--- config.mk ---
export PLATFORM = sky130hd
export DESIGN_NAME = zcomb_arbiter_flat
export DESIGN_NICKNAME = d
export VERILOG_FILES = /design/src/rtl/zcomb_arbiter_if.sv /design/src/rtl/zcomb_arbiter.sv /design/src/flat_wrapper.sv
export SDC_FILE = /design/constraint.sdc
export NUM_CORES = 1
export LEC_CHECK = 0
export CAP_MARGIN = 20
export CORE_MARGIN = 2
export CORE_UTILIZATION = 45
export CTS_BUF_LIST = sky130_fd_sc_hd__clkbuf_8
export DETAILED_ROUTE_END_ITERATION = 7
export GPL_TIMING_DRIVEN = 0
export PLACE_DENSITY = 0.85
export SYNTH_ARGS = -nofsm -noshare
export SYNTH_HDL_FRONTEND = slang
export SYNTH_SLANG_ARGS = --single-unit
--- constraint.sdc ---
create_clock -name clk -period 2.23 [get_ports clk]
set_input_delay 0.5575 -clock clk [delete_from_list [all_inputs] [get_ports clk]]
set_output_delay 0.5575 -clock clk [all_outputs]
set_load 0.05 [all_outputs]
--- src/rtl/zcomb_arbiter_if.sv ---
// Requester-side and datapath-side signals of the z-combiner arbiter.
// The slave modport is the arbiter's view; the master modport is the
// environment's view (requesters plus the shared datapath).
interface zcomb_arbiter_if #(
    parameter int NREQ = 4,
    parameter int IDW  = $clog2(NREQ)
);
    logic [NREQ-1:0] req_valid;
    logic [NREQ-1:0] req_x;
    logic [NREQ-1:0] req_y;
    logic [NREQ-1:0] req_last;
    logic [NREQ-1:0] gnt;
    logic            net_x;
    logic            net_y;
    logic            net_reset;
    logic            net_z;
    logic            rsp_valid;
    logic            rsp_z;
    logic [IDW-1:0]  rsp_id;
    logic            rsp_last;
    logic            rsp_abort;

    modport slave (
        input  req_valid, req_x, req_y, req_last, net_z,
        output gnt, net_x, net_y, net_reset,
               rsp_valid, rsp_z, rsp_id, rsp_last, rsp_abort
    );

    modport master (
        output req_valid, req_x, req_y, req_last, net_z,
        input  gnt, net_x, net_y, net_reset,
               rsp_valid, rsp_z, rsp_id, rsp_last, rsp_abort
    );
endinterface

--- src/rtl/zcomb_arbiter.sv ---
// Round-robin owner of a single z-combiner datapath. Each grant starts with
// one datapath reset cycle, then forwards the owner's x/y beats and returns
// the sampled z per beat tagged with the owner id. An owner that stays idle
// for TIMEOUT RUN cycles loses its grant and an abort pulse is reported.
module zcomb_arbiter #(
    parameter int NREQ    = 4,
    parameter int TIMEOUT = 16
) (
    input  logic            clk,
    input  logic            reset,
    zcomb_arbiter_if.slave  bus_if
);
    localparam int IDW  = $clog2(NREQ);
    localparam int CNTW = $clog2(TIMEOUT + 1);

    typedef enum logic [1:0] {
        ST_IDLE = 2'd0,
        ST_NRST = 2'd1,
        ST_RUN  = 2'd2
    } state_t;

    state_t          state_q;
    logic [IDW-1:0]  ptr_q;
    logic [IDW-1:0]  own_q;
    logic [NREQ-1:0] gnt_q;
    logic [CNTW-1:0] idle_q;
    logic            rsp_valid_q;
    logic            rsp_z_q;
    logic [IDW-1:0]  rsp_id_q;
    logic            rsp_last_q;
    logic            rsp_abort_q;

    logic            pick_found_s;
    logic [IDW-1:0]  pick_idx_s;
    logic [IDW:0]    sum_s;
    logic [IDW-1:0]  cand_s;
    logic            hit_s;
    logic            accept_s;
    logic            beat_last_s;
    logic            timeout_s;
    logic [IDW-1:0]  next_ptr_s;

    // Rotating priority scan: first pending requester at or after ptr, with wrap.
    always_comb begin
        pick_found_s = 1'b0;
        pick_idx_s   = '0;
        sum_s        = '0;
        cand_s       = '0;
        hit_s        = 1'b0;
        for (int k = 0; k < NREQ; k++) begin
            sum_s        = {1'b0, ptr_q} + (IDW+1)'(k);
            sum_s        = (sum_s >= (IDW+1)'(NREQ)) ? (sum_s - (IDW+1)'(NREQ)) : sum_s;
            cand_s       = sum_s[IDW-1:0];
            hit_s        = !pick_found_s && bus_if.req_valid[cand_s];
            pick_idx_s   = hit_s ? cand_s : pick_idx_s;
            pick_found_s = pick_found_s | hit_s;
        end
    end

    // Beat acceptance, end-of-burst and idle-timeout decisions for the current owner.
    always_comb begin
        accept_s    = (state_q == ST_RUN) && bus_if.req_valid[own_q];
        beat_last_s = accept_s && bus_if.req_last[own_q];
        timeout_s   = (state_q == ST_RUN) && !accept_s && (idle_q == CNTW'(TIMEOUT - 1));
        next_ptr_s  = (own_q == IDW'(NREQ - 1)) ? IDW'(0) : (own_q + IDW'(1));
    end

    // Grant FSM, idle counter and registered response channel.
    always_ff @(posedge clk) begin
        if (reset) begin
            state_q     <= ST_IDLE;
            ptr_q       <= '0;
            own_q       <= '0;
            gnt_q       <= '0;
            idle_q      <= '0;
            rsp_valid_q <= 1'b0;
            rsp_z_q     <= 1'b0;
            rsp_id_q    <= '0;
            rsp_last_q  <= 1'b0;
            rsp_abort_q <= 1'b0;
        end else begin
            rsp_valid_q <= accept_s;
            rsp_last_q  <= beat_last_s;
            rsp_abort_q <= timeout_s;
            if (accept_s) begin
                rsp_z_q  <= bus_if.net_z;
                rsp_id_q <= own_q;
            end else if (timeout_s) begin
                rsp_id_q <= own_q;
            end

            case (state_q)
                ST_IDLE: begin
                    idle_q <= '0;
                    if (pick_found_s) begin
                        gnt_q   <= {{(NREQ-1){1'b0}}, 1'b1} << pick_idx_s;
                        own_q   <= pick_idx_s;
                        state_q <= ST_NRST;
                    end else begin
                        gnt_q <= '0;
                    end
                end
                ST_NRST: begin
                    idle_q  <= '0;
                    state_q <= ST_RUN;
                end
                ST_RUN: begin
                    if (beat_last_s || timeout_s) begin
                        state_q <= ST_IDLE;
                        gnt_q   <= '0;
                        ptr_q   <= next_ptr_s;
                        idle_q  <= '0;
                    end else if (accept_s) begin
                        idle_q <= '0;
                    end else if (idle_q != CNTW'(TIMEOUT)) begin
                        idle_q <= idle_q + CNTW'(1);
                    end
                end
                default: begin
                    state_q <= ST_IDLE;
                    gnt_q   <= '0;
                    idle_q  <= '0;
                end
            endcase
        end
    end

    // The hold input (0,0) is presented whenever no beat is being accepted.
    assign bus_if.net_x     = accept_s && bus_if.req_x[own_q];
    assign bus_if.net_y     = accept_s && bus_if.req_y[own_q];
    assign bus_if.net_reset = reset || (state_q == ST_NRST);
    assign bus_if.gnt       = gnt_q;
    assign bus_if.rsp_valid = rsp_valid_q;
    assign bus_if.rsp_z     = rsp_z_q;
    assign bus_if.rsp_id    = rsp_id_q;
    assign bus_if.rsp_last  = rsp_last_q;
    assign bus_if.rsp_abort = rsp_abort_q;
endmodule
--- src/flat_wrapper.sv ---
// flat-port wrapper written by rule: the top's interface ports become plain ports
module zcomb_arbiter_flat 
#(
    parameter int NREQ    = 4,
    parameter int TIMEOUT = 16
)
  (clk, reset, bus_if_req_valid, bus_if_req_x, bus_if_req_y, bus_if_req_last, bus_if_net_z, bus_if_gnt, bus_if_net_x, bus_if_net_y, bus_if_net_reset, bus_if_rsp_valid, bus_if_rsp_z, bus_if_rsp_id, bus_if_rsp_last, bus_if_rsp_abort);
  zcomb_arbiter_if #(.NREQ(NREQ)) bus_if_i ();
  input  logic clk;
  input  logic reset;
  input wire logic [$bits(bus_if_i.req_valid)-1:0] bus_if_req_valid;
  input wire logic [$bits(bus_if_i.req_x)-1:0] bus_if_req_x;
  input wire logic [$bits(bus_if_i.req_y)-1:0] bus_if_req_y;
  input wire logic [$bits(bus_if_i.req_last)-1:0] bus_if_req_last;
  input wire logic [$bits(bus_if_i.net_z)-1:0] bus_if_net_z;
  output wire logic [$bits(bus_if_i.gnt)-1:0] bus_if_gnt;
  output wire logic [$bits(bus_if_i.net_x)-1:0] bus_if_net_x;
  output wire logic [$bits(bus_if_i.net_y)-1:0] bus_if_net_y;
  output wire logic [$bits(bus_if_i.net_reset)-1:0] bus_if_net_reset;
  output wire logic [$bits(bus_if_i.rsp_valid)-1:0] bus_if_rsp_valid;
  output wire logic [$bits(bus_if_i.rsp_z)-1:0] bus_if_rsp_z;
  output wire logic [$bits(bus_if_i.rsp_id)-1:0] bus_if_rsp_id;
  output wire logic [$bits(bus_if_i.rsp_last)-1:0] bus_if_rsp_last;
  output wire logic [$bits(bus_if_i.rsp_abort)-1:0] bus_if_rsp_abort;
  assign bus_if_i.req_valid = bus_if_req_valid;
  assign bus_if_i.req_x = bus_if_req_x;
  assign bus_if_i.req_y = bus_if_req_y;
  assign bus_if_i.req_last = bus_if_req_last;
  assign bus_if_i.net_z = bus_if_net_z;
  assign bus_if_gnt = bus_if_i.gnt;
  assign bus_if_net_x = bus_if_i.net_x;
  assign bus_if_net_y = bus_if_i.net_y;
  assign bus_if_net_reset = bus_if_i.net_reset;
  assign bus_if_rsp_valid = bus_if_i.rsp_valid;
  assign bus_if_rsp_z = bus_if_i.rsp_z;
  assign bus_if_rsp_id = bus_if_i.rsp_id;
  assign bus_if_rsp_last = bus_if_i.rsp_last;
  assign bus_if_rsp_abort = bus_if_i.rsp_abort;
  zcomb_arbiter #(.NREQ(NREQ), .TIMEOUT(TIMEOUT)) u_core (.clk(clk), .reset(reset), .bus_if(bus_if_i));
endmodule
==> impl_results.html <==
<table>
<tr><th>Metric</th><th>Value</th></tr>
<tr><th colspan="2">Floorplan</th></tr>
<tr><td>Placeable core region</td><td>0.00217 mm2</td></tr>
<tr><td>Starting Density</td><td>47.1%</td></tr>
<tr><td>Number of placed I/O pins</td><td>32</td></tr>
<tr><td>Die boundary width</td><td>51.7 um</td></tr>
<tr><td>Die Y</td><td>51.7 um</td></tr>
<tr><td>Die Area</td><td>0.00267 mm2</td></tr>
<tr><td>Std cell rows</td><td>17</td></tr>
<tr><th colspan="2">Global route</th></tr>
<tr><td>Initial antenna violation count</td><td>0</td></tr>
<tr><td>Maximum number of pins on one net before global-route repair</td><td>13</td></tr>
<tr><td>First-pass GRT wire length</td><td>3.73 mm</td></tr>
<tr><td>Via count of the first global-routing pass</td><td>859</td></tr>
<tr><td>Aggregate global routing overflow</td><td>0</td></tr>
<tr><td>GRT Overall Usage</td><td>18.4%</td></tr>
<tr><th colspan="2">Logic synthesis</th></tr>
<tr><td>Dominant synthesized flop cell</td><td>sky130_fd_sc_hd__dfxtp_1</td></tr>
<tr><td>Count of flip-flops with a built-in enable after synthesis</td><td>0</td></tr>
<tr><td>Mean post-synth cell area</td><td>9.55 um2</td></tr>
<tr><td>Seq/Total Area, Yosys</td><td>41.1%</td></tr>
<tr><td>Synthesized netlist cell count</td><td>107</td></tr>
<tr><td>Share of synthesized registers carrying an async set or reset</td><td>0%</td></tr>
<tr><td>Seq cells post-synth</td><td>21</td></tr>
<tr><td>Count of distinct cell types in the synthesized netlist</td><td>33</td></tr>
<tr><td>Synthesis Warnings</td><td>0</td></tr>
<tr><td>Area of the mapped netlist</td><td>0.00102 mm2</td></tr>
<tr><td>Syn_nets</td><td>130</td></tr>
<tr><th colspan="2">CTS</th></tr>
<tr><td>Number of levels the H-tree was split into</td><td>1</td></tr>
<tr><td>Total clock buffers created by CTS</td><td>3</td></tr>
<tr><td>TritonCTS clock tree</td><td>yes</td></tr>
<tr><td>CTS max path bufs</td><td>2</td></tr>
<tr><td>CTS clk-pin slew, worst paths</td><td>80 ps</td></tr>
<tr><td>Sink count of the clock tree</td><td>21</td></tr>
<tr><td>Later-pin clock latency in the skew report</td><td>260 ps</td></tr>
<tr><td>CTS root buf</td><td>sky130_fd_sc_hd__clkbuf_8</td></tr>
<tr><th colspan="2">Worst setup path</th></tr>
<tr><td>Internal reg-to-reg setup slack</td><td>140 ps</td></tr>
<tr><td>CP max FO</td><td>3</td></tr>
<tr><td>Slowest cell delay on critical path</td><td>510 ps</td></tr>
<tr><td>Kind of end point of the critical path</td><td>output port</td></tr>
<tr><td>Critical path required time</td><td>1670 ps</td></tr>
<tr><td>Worst r2r path cells</td><td>7</td></tr>
<tr><td>Kind of start point of the critical path</td><td>primary input</td></tr>
<tr><td>Series of cell instances along the critical path</td><td>dlygate4sd2_1 -&gt; mux4_2 -&gt; and3_4 -&gt; buf_8</td></tr>
<tr><td>Reg-to-reg critical path startpoint</td><td>u_core.own_q[0]</td></tr>
<tr><td>Worst flop-to-flop path endpoint</td><td>u_core.bus_if.gnt[0]</td></tr>
<tr><td>Slowest stage cell, crit path</td><td>sky130_fd_sc_hd__mux4_2</td></tr>
<tr><td>Cell class contributing the biggest share of worst-path delay</td><td>multiplexers</td></tr>
<tr><td>Critical path type</td><td>in2out</td></tr>
<tr><td>Worst Path Buf+Inv</td><td>2</td></tr>
<tr><td>Worst endpoint data arrival time</td><td>1650 ps</td></tr>
<tr><th colspan="2">Worst hold path</th></tr>
<tr><td>Tightest Hold Check Type</td><td>reg2reg</td></tr>
<tr><td>Number of cells traversed by the worst hold path</td><td>1</td></tr>
<tr><td>Worst hold path endpoint</td><td>u_core.bus_if.gnt[3]</td></tr>
<tr><td>Min-delay src</td><td>u_core.bus_if.gnt[3]</td></tr>
<tr><th colspan="2">Routing</th></tr>
<tr><td>DR vias/cell</td><td>5.33</td></tr>
<tr><td>Detailed Route Iter0 Violations</td><td>29</td></tr>
<tr><td>WL/cell</td><td>13.0 um</td></tr>
<tr><td>Routed via count</td><td>922</td></tr>
<tr><td>Detail Route Antenna Nets</td><td>0</td></tr>
<tr><td>Total length of routed wires</td><td>2.25 mm</td></tr>
<tr><td>1st-pass router iterations</td><td>4</td></tr>
<tr><td>DRC violation count after routing</td><td>0</td></tr>
<tr><th colspan="2">Pwr</th></tr>
<tr><td>Leakage power</td><td>0.000566 uW</td></tr>
<tr><td>Power Dens Cells</td><td>589 mW/mm2</td></tr>
<tr><td>Maximum ir drop on the vdd rail</td><td>0.000455 V</td></tr>
<tr><th colspan="2">Final layout</th></tr>
<tr><td>Final net count</td><td>169</td></tr>
<tr><td>Number of filler instances in the final layout</td><td>187</td></tr>
<tr><td>Register area</td><td>422 um2</td></tr>
<tr><td>Synth-to-Final Area Change</td><td>40.9%</td></tr>
<tr><td>Most frequent standard cell in the layout excluding fill and tap cells</td><td>sky130_fd_sc_hd__dfxtp_1</td></tr>
<tr><td>ANT cells</td><td>0</td></tr>
<tr><td>Most used cells in the layout excluding fill and tap cells</td><td>20 x sky130_fd_sc_hd__dfxtp_1, 16 x sky130_fd_sc_hd__nor2_1, 15 x sky130_fd_sc_hd__clkdlybuf4s50_1</td></tr>
<tr><td>Multi-input logic area</td><td>559 um2</td></tr>
<tr><td>Post-Layout Cell Count</td><td>173</td></tr>
<tr><td>Share of final-layout standard cells stronger than drive strength 1</td><td>17.2%</td></tr>
<tr><th colspan="2">Timing</th></tr>
<tr><td>PnR worst setup slack</td><td>20.7 ps</td></tr>
<tr><td>Worst clock skew</td><td>3.59 ps</td></tr>
<tr><td>Aggregate negative setup slack</td><td>0 ps</td></tr>
<tr><td>Hold violation count in the final report</td><td>0</td></tr>
<tr><td>Worst-case headroom to the max-slew limit</td><td>43.0%</td></tr>
<tr><td>Number of slew-limit violations in the final report</td><td>0</td></tr>
<tr><td>Final count of negative-setup-slack endpoints</td><td>0</td></tr>
<tr><td>Transition time of the tightest slew-check pin</td><td>843 ps</td></tr>
<tr><td>Final critical delay including setup and external delays</td><td>2210 ps</td></tr>
<tr><td>Highest clock frequency the design can meet</td><td>453 MHz</td></tr>
<tr><td>Portion of the clock cycle consumed by the worst path in the final layout</td><td>99.1%</td></tr>
<tr><th colspan="2">Placement</th></tr>
<tr><td>Number of placed instances, taps included</td><td>166</td></tr>
<tr><td>Place WS</td><td>-874 ps</td></tr>
<tr><td>Gpl congestion</td><td>0.833</td></tr>
<tr><td>DP Wirelength</td><td>1.71 mm</td></tr>
<tr><td>Total of buffers placed on input and output ports</td><td>31</td></tr>
<tr><th colspan="2">Status</th></tr>
<tr><td>Result of the run</td><td>completed</td></tr>
<tr><th colspan="2">Flow run</th></tr>
<tr><td>Number of violations of the max-capacitance limit</td><td>0</td></tr>
</table>
[sequential cells by signal (all words and copies together) (netlist names)]
register / count
u_core.bus_if.rsp_last: 1
u_core.idle_q: 5
u_core.bus_if.rsp_z: 1
u_core.bus_if.rsp_abort: 1
u_core.state_q: 2
u_core.own_q: 2
u_core.bus_if.gnt: 4
u_core.bus_if.rsp_id: 2
u_core.ptr_q: 2
u_core.bus_if.rsp_valid: 1
[timing repair]
item                                   CTS  global route
pin swaps                                2             2
gates resized for setup                 46             3
buffers inserted                         1             2
setup endpoints to repair                7             2
hold buffers                             0             0
endpoints found under the hold margin    0             0
[cell type report]
type / count / share of cell area, %
sequential: 21 / 29.3
clock buffer: 3 / 2.87
buffer: 2 / 1.74
tap: 28 / 2.43
clock inverter: 1 / 0.348
timing repair buffer: 34 / 22.2
inverter: 9 / 2.35
multi-input combinational: 75 / 38.8
[Yosys cell counts (3+ instances only)]
master,instances,area share [%]
sky130_fd_sc_hd__ha_1,4,4.9
sky130_fd_sc_hd__mux4_2,3,6.6
sky130_fd_sc_hd__inv_1,9,3.3
sky130_fd_sc_hd__nor3_1,3,1.5
sky130_fd_sc_hd__dfxtp_1,21,41
sky130_fd_sc_hd__nand2_1,6,2.2
sky130_fd_sc_hd__nor2_1,16,5.9
sky130_fd_sc_hd__mux2i_1,6,5.9
sky130_fd_sc_hd__a21oi_1,6,2.9
sky130_fd_sc_hd__and3_1,3,1.8
[metal layers]
layer	wire, um	GRT usage [%]	vias to the layer above	part of all wire [%]
li1	-	-	455	-
met1	960	23.4	434	43
met2	1150	31.2	31	51
met3	120	3.45	2	5.3
met4	17	6.14	0	0.76
met5	0	0	-	0
[worst max-delay path by stage]
stage                              from           end  slack [ps]  cells after the start
floorplan           bus_if_req_valid[3]  bus_if_net_x         260                      2
global placement    bus_if_req_valid[3]  bus_if_net_y        -830                      4
detailed placement  bus_if_req_valid[3]  bus_if_net_y        -870                      4
CTS                     u_core.own_q[0]  bus_if_net_y           1                      4
global route        bus_if_req_valid[2]  bus_if_net_x          -2                      4
finish              bus_if_req_valid[2]  bus_if_net_y          20                      4
[report_power, final]
| part | switching (uW) | internal [uW] | leakage (uW) |
|---|---|---|---|
| Clock | 125 | 124 | 0.0000255 |
| Combinational | 105 | 90.7 | 0.000370 |
| Sequential | 13.2 | 390 | 0.000171 |
| Total | 243 | 606 | 0.000566 |
[stage by stage]
stage	area [um2]	total power (uW)	hold slack, ps	utilization (%)
after floorplan	1020	528	494	-
after global placement	1370	595	448	63.0
after detailed placement	1370	600	447	63.0
after CTS	1440	845	476	66.1
after global routing	1440	878	489	66.4
final	1440	848	474	66.4
[kinds of logic after synthesis]
logic type | share of synthesized area [%]
mux | 15.1
flops | 41.1
buf+inv | 4.77
fa+ha+maj | 4.90
compound gates | 14.4
xor+xnor | 2.57
simple gates | 17.1
(Power assumes the default switching activity.)
==> RTL change 1 (same settings) <==
`TIMEOUT` is set to 16 in 2 places; all go to 32.
--- a/src/rtl/zcomb_arbiter.sv
+++ b/src/rtl/zcomb_arbiter.sv
@@ -5,5 +5,5 @@
 module zcomb_arbiter #(
     parameter int NREQ    = 4,
-    parameter int TIMEOUT = 16
+    parameter int TIMEOUT = 32
 ) (
     input  logic            clk,
--- a/src/flat_wrapper.sv
+++ b/src/flat_wrapper.sv
@@ -3,5 +3,5 @@
 #(
     parameter int NREQ    = 4,
-    parameter int TIMEOUT = 16
+    parameter int TIMEOUT = 32
 )
   (clk, reset, bus_if_req_valid, bus_if_req_x, bus_if_req_y, bus_if_req_last, bus_if_net_z, bus_if_gnt, bus_if_net_x, bus_if_net_y, bus_if_net_reset, bus_if_rsp_valid, bus_if_rsp_z, bus_if_rsp_id, bus_if_rsp_last, bus_if_rsp_abort);
Behaviour: no difference found for any inputs over 10 cycles, from zero or initial values and one cycle with reset high; that may be too few to reach the edited logic, so the function may still have changed.
==> RTL change 1 against the unedited design <==
- critical path depth is the same
- sequential power grew 4%
- power grew 18%
- setup slack lost 0.0065 ns
- area after synthesis grew 10%
- core utilization shrank 2.3 points
- sequential cell count grew 1
- design area grew 8.3%
- clock power grew 48%
- routed wire length grew 6.1%
- critical path type unchanged
- critical endpoint is now bus_if_net_x
- largest cell class unchanged
- highest routed layer unchanged
==> RTL change 1: results <==
export IMPL_synth_commonest_cells="22 x dfxtp_1, 21 x nor2_1, 6 x mux2i_1, 6 x nand2_1, 5 x a21oi_1"
export IMPL_slowest_delay_ns=0.53
export IMPL_use_met2_pct=31.1
export IMPL_run_status="finished clean"
export IMPL_routed_wl_met2_um=1200
export IMPL_r2r_end="u_core.bus_if.gnt[2]"
export IMPL_skew_ns=0.00230
export IMPL_cts_resized=47
export IMPL_power_leakage_uw=0.000582
export IMPL_grt_pass1_vias=931
export IMPL_r2r_start="u_core.own_q[0]"
export IMPL_place_hpwl_um=1800
export IMPL_worst_pin_slew_ns=0.859
export IMPL_nets=171
export IMPL_grt_pass1_wl_um=3800
export IMPL_crit_path_start="bus_if_req_valid[3]"
export IMPL_crit_fanout=6
export IMPL_met3_usage_pct=3.89
export IMPL_hold_class="register to register"
export IMPL_setup_worst_path_end="bus_if_net_x"
export IMPL_syn_nets=134
export IMPL_yosysSeqAreaShare_pct=39.1
export IMPL_grt_max_degree=14
export IMPL_drt_iter0_drc=11
export IMPL_r2r_slack_ns=0.16
export IMPL_synth_area_top_cells="dfxtp_1 39%, mux4_1 7.0%, nor2_1 7.0%"
export IMPL_vias=966
export IMPL_numPortBuffers=31
export IMPL_clk_latency_ns=0.26
export IMPL_largest_register_ffs=6
export IMPL_place_congestion=0.857
export IMPL_hold_slack_ns=0.480
export IMPL_drive_gt1_share_pct=18.9
export IMPL_met1_usage_pct=20.3
export IMPL_m1WireLength_um=999
export IMPL_grtUsageTotal_pct=17.9
export IMPL_peakVddDrop_mv=0.462
export IMPL_synth_cell_types=36
export IMPL_dr_wl_met3_um=150
export IMPL_drt_total_wl_um=2380
## RTL change 1: area by class of cell
cell class | count | area, um2
fillers | 212 | 873
flip-flops and latches | 22 | 442
repair buffers | 32 | 310
plain buffers | 3 | 22.5
inverters | 3 | 11.3
clock inverters | 1 | 30.0
multi-input cells | 84 | 664
clock buffers | 3 | 41.3
well taps | 30 | 37.5
## RTL change 1: cells by family after synthesis
family	Yosys count	synth area share, %
xor gates and xnor gates	5	3.89
adders and majority gates	3	3.33
buffers and inverters	6	2.67
muxes	10	14.3
and+or+nand+nor	48	24.0
DFF	22	39.1
AOI/OAI and AO/OA	18	12.7
## RTL change 1: metrics by stage
stage	instances	power, uW	setup slack (ns)	area, um2
final	178	1000	0.0143	1560
after global routing	178	1040	0.00283	1560
after CTS	178	1010	0.00151	1550
after detailed placement	173	635	-0.902	1470
after global placement	173	630	-0.885	1470
after floorplan	112	560	0.257	1130
## RTL change 1: worst reg2reg max path, cell delays in order (launching register included)
cell	delay [ns]
dfxtp_2	0.34
buf_6	0.13
mux4_2	0.55
buf_4	0.19
nor4_4	0.27
o31ai_4	0.10
and2b_4	0.19
a2bb2o_4	0.21
## RTL change 1: worst min path at each step
stage                                    start                   end  cells past startpoint
after global placement    u_core.bus_if.gnt[0]  u_core.bus_if.gnt[0]                      1
after global routing      u_core.bus_if.gnt[0]  u_core.bus_if.gnt[0]                      1
final                     u_core.bus_if.gnt[0]  u_core.bus_if.gnt[0]                      1
after CTS                 u_core.bus_if.gnt[0]  u_core.bus_if.gnt[0]                      1
after detailed placement  u_core.bus_if.gnt[0]  u_core.bus_if.gnt[0]                      1
after floorplan                u_core.ptr_q[0]       u_core.ptr_q[0]                      2
## RTL change 1: power by group
part	internal, uW	leakage, uW	switching [uW]
logic	99.5	0.000367	113
registers	409	0.000179	11.9
clock network	240	0.0000357	129
==> RTL change 2 (same settings) <==
Without the edit above. Re-encode `state_t` (3 states) as one-hot, 3 bits wide.
--- a/src/rtl/zcomb_arbiter.sv
+++ b/src/rtl/zcomb_arbiter.sv
@@ -14,8 +14,8 @@
     localparam int CNTW = $clog2(TIMEOUT + 1);
 
-    typedef enum logic [1:0] {
-        ST_IDLE = 2'd0,
-        ST_NRST = 2'd1,
-        ST_RUN  = 2'd2
+    typedef enum logic [2:0] {
+        ST_IDLE = 3'b001,
+        ST_NRST = 3'b010,
+        ST_RUN  = 3'b100
     } state_t;
 
Behaviour: same outputs for any inputs over 10 cycles, from zero or initial values and one cycle with reset high; not proved beyond that.
==> RTL change 2 against the unedited design <==
- first-iteration DRC count decreased by 28%
- area after synthesis increased by 8.3%
- register-to-register slack improved by 0.05 ns
- clock power increased by 49%
- design area increased by 7.9%
- final cell count increased by 2.9%
- power increased by 18%
- synthesized cell count increased by 3.7%
- routed wire length increased by 21%
- global-route usage increased by 2.9 points
- setup slack improved by 0.010 ns
- sequential cell count increased by 1
- largest cell class unchanged
==> RTL change 2: results <==
export IMPL_crit_fanout=6
export IMPL_grt_pass1_wl_um=4420
export IMPL_place_congestion=0.849
export IMPL_yosysSeqAreaShare_pct=39.8
export IMPL_worst_pin_slew_ns=0.777
export IMPL_drt_iter0_drc=21
export IMPL_r2r_slack_ns=0.19
export IMPL_skew_ns=0.00321
export IMPL_cts_buffer_depth=2
export IMPL_numPortBuffers=31
export IMPL_power_leakage_uw=0.000605
export IMPL_peakVddDrop_mv=0.504
export IMPL_switching_power_uw=250
export IMPL_num_fill_cells=193
export IMPL_grt_max_degree=14
export IMPL_setup_worst_path_end="bus_if_net_y"
export IMPL_diodes=0
export IMPL_drt_total_wl_um=2720
export IMPL_syn_nets=134
export IMPL_firstDrtPassIters=4
export IMPL_synth_commonest_cells="22 x dfxtp_1, 10 x a21oi_1, 9 x nor2_1, 6 x inv_1, 6 x nand2_1"
export IMPL_path_clk_slew_ns=0.08
export IMPL_grtUsageTotal_pct=21.3
export IMPL_r2r_end="u_core.ptr_q[0]"
export IMPL_synth_area_top_cells="dfxtp_1 40%, mux4_1 7.1%, a21oi_1 4.5%"
export IMPL_vias_per_cell=5.67
export IMPL_crit_path_start="u_core.own_q[0]"
export IMPL_synth_cell_types=37
export IMPL_regMostFlops="u_core.idle_q"
export IMPL_place_hpwl_um=1990
export IMPL_rr_worst_depth=6
export IMPL_hold_class="register to register"
export IMPL_netlist_area_leader_share_pct=39.8
export IMPL_min_period_ns=2.20
export IMPL_nets=174
export IMPL_critical_path_arrival_ns=1.64
export IMPL_numCtsBuffers=3
export IMPL_dp_slack_ns=-0.954
export IMPL_run_status="finished clean"
export IMPL_largest_register_ffs=5
export IMPL_clockRootBuffer="clkbuf_8"
export IMPL_grt_pass1_vias=1009
export IMPL_drive_gt1_share_pct=20.0
[RTL change 2: how the worst min path moves through the flow]
stage | startpoint | end | slack [ns] | cells past startpoint
after CTS | u_core.bus_if.rsp_id[1] | u_core.bus_if.rsp_id[1] | 0.46 | 2
after global placement | u_core.bus_if.rsp_id[1] | u_core.bus_if.rsp_id[1] | 0.44 | 2
after floorplan | u_core.ptr_q[0] | u_core.ptr_q[0] | 0.48 | 2
after detailed placement | u_core.bus_if.rsp_id[1] | u_core.bus_if.rsp_id[1] | 0.45 | 2
after global routing | u_core.bus_if.rsp_id[1] | u_core.bus_if.rsp_id[1] | 0.48 | 2
final | u_core.bus_if.rsp_id[1] | u_core.bus_if.rsp_id[1] | 0.45 | 2
[RTL change 2: kinds of logic (layout without fill, tap and decap cells)]
| group | Yosys count | count (layout) | synth area share [%] |
|---|---|---|---|
| fa+ha+maj | 4 | 4 | 4.52 |
| simple gates | 41 | 41 | 21.2 |
| compound gates | 23 | 23 | 14.6 |
| xor+xnor | 3 | 3 | 2.37 |
| flops | 22 | 22 | 39.8 |
| buf+inv | 9 | 48 | 3.73 |
| mux | 9 | 9 | 13.8 |
[RTL change 2: metal layers]
metal  part of all wire (%)  vias up  global-route usage, %  wire length [um]
met5                      0        -                      0                 0
met4                    1.1        0                   8.55                31
met3                    5.2        5                   3.89               141
met2                     53       32                   40.1              1450
met1                     40      483                   23.1              1090
li1                       -      489                      -                 -
[RTL change 2: critical path: stages (launching register included)]
cell and delay (ns):
dfxtp_2 0.35, buf_6 0.13, mux4_2 0.54, and3_4 0.21, buf_8 0.14
[RTL change 2: final cells by class]
type                            count  share of cell area, %
Multi-Input combinational cell     80                   40.6
Sequential cell                    22                   28.4
Timing Repair Buffer               35                   20.9
Clock buffer                        3                   2.66
Tap cell                           28                   2.25
Clock inverter                      1                   1.93
Buffer                              3                   1.85
Inverter                            6                   1.45
[RTL change 2: per-stage QoR]
stage                     cell area, um2  power, uW  TNS [ns]  utilization, %  std cells
after floorplan                     1110        552         0               -        111
after global placement              1450        618     -4.59            63.8        170
after detailed placement            1450        625     -5.64            63.8        170
after CTS                           1560       1000         0            68.6        176
after global routing                1550       1040   -0.0193            68.3        178
final                               1550       1000         0            68.3        178
[RTL change 2: power groups by stage]
| stage | Clock [uW] | Sequential, uW | Combinational, uW |
|---|---|---|---|
| floorplan | 0 | 452 | 100 |
| global placement | 0 | 435 | 183 |
| detailed placement | 0 | 437 | 188 |
| CTS | 379 | 430 | 196 |
| global route | 388 | 433 | 217 |
| finish | 370 | 430 | 203 |
[RTL change 2: what timing repair did]
action	4_1_cts	5_1_grt
buffers inserted	2	2
setup endpoints to repair	4	3
hold buffers	0	0
gates resized for setup	51	6
pin swaps	2	0
endpoints found under the hold margin	0	0
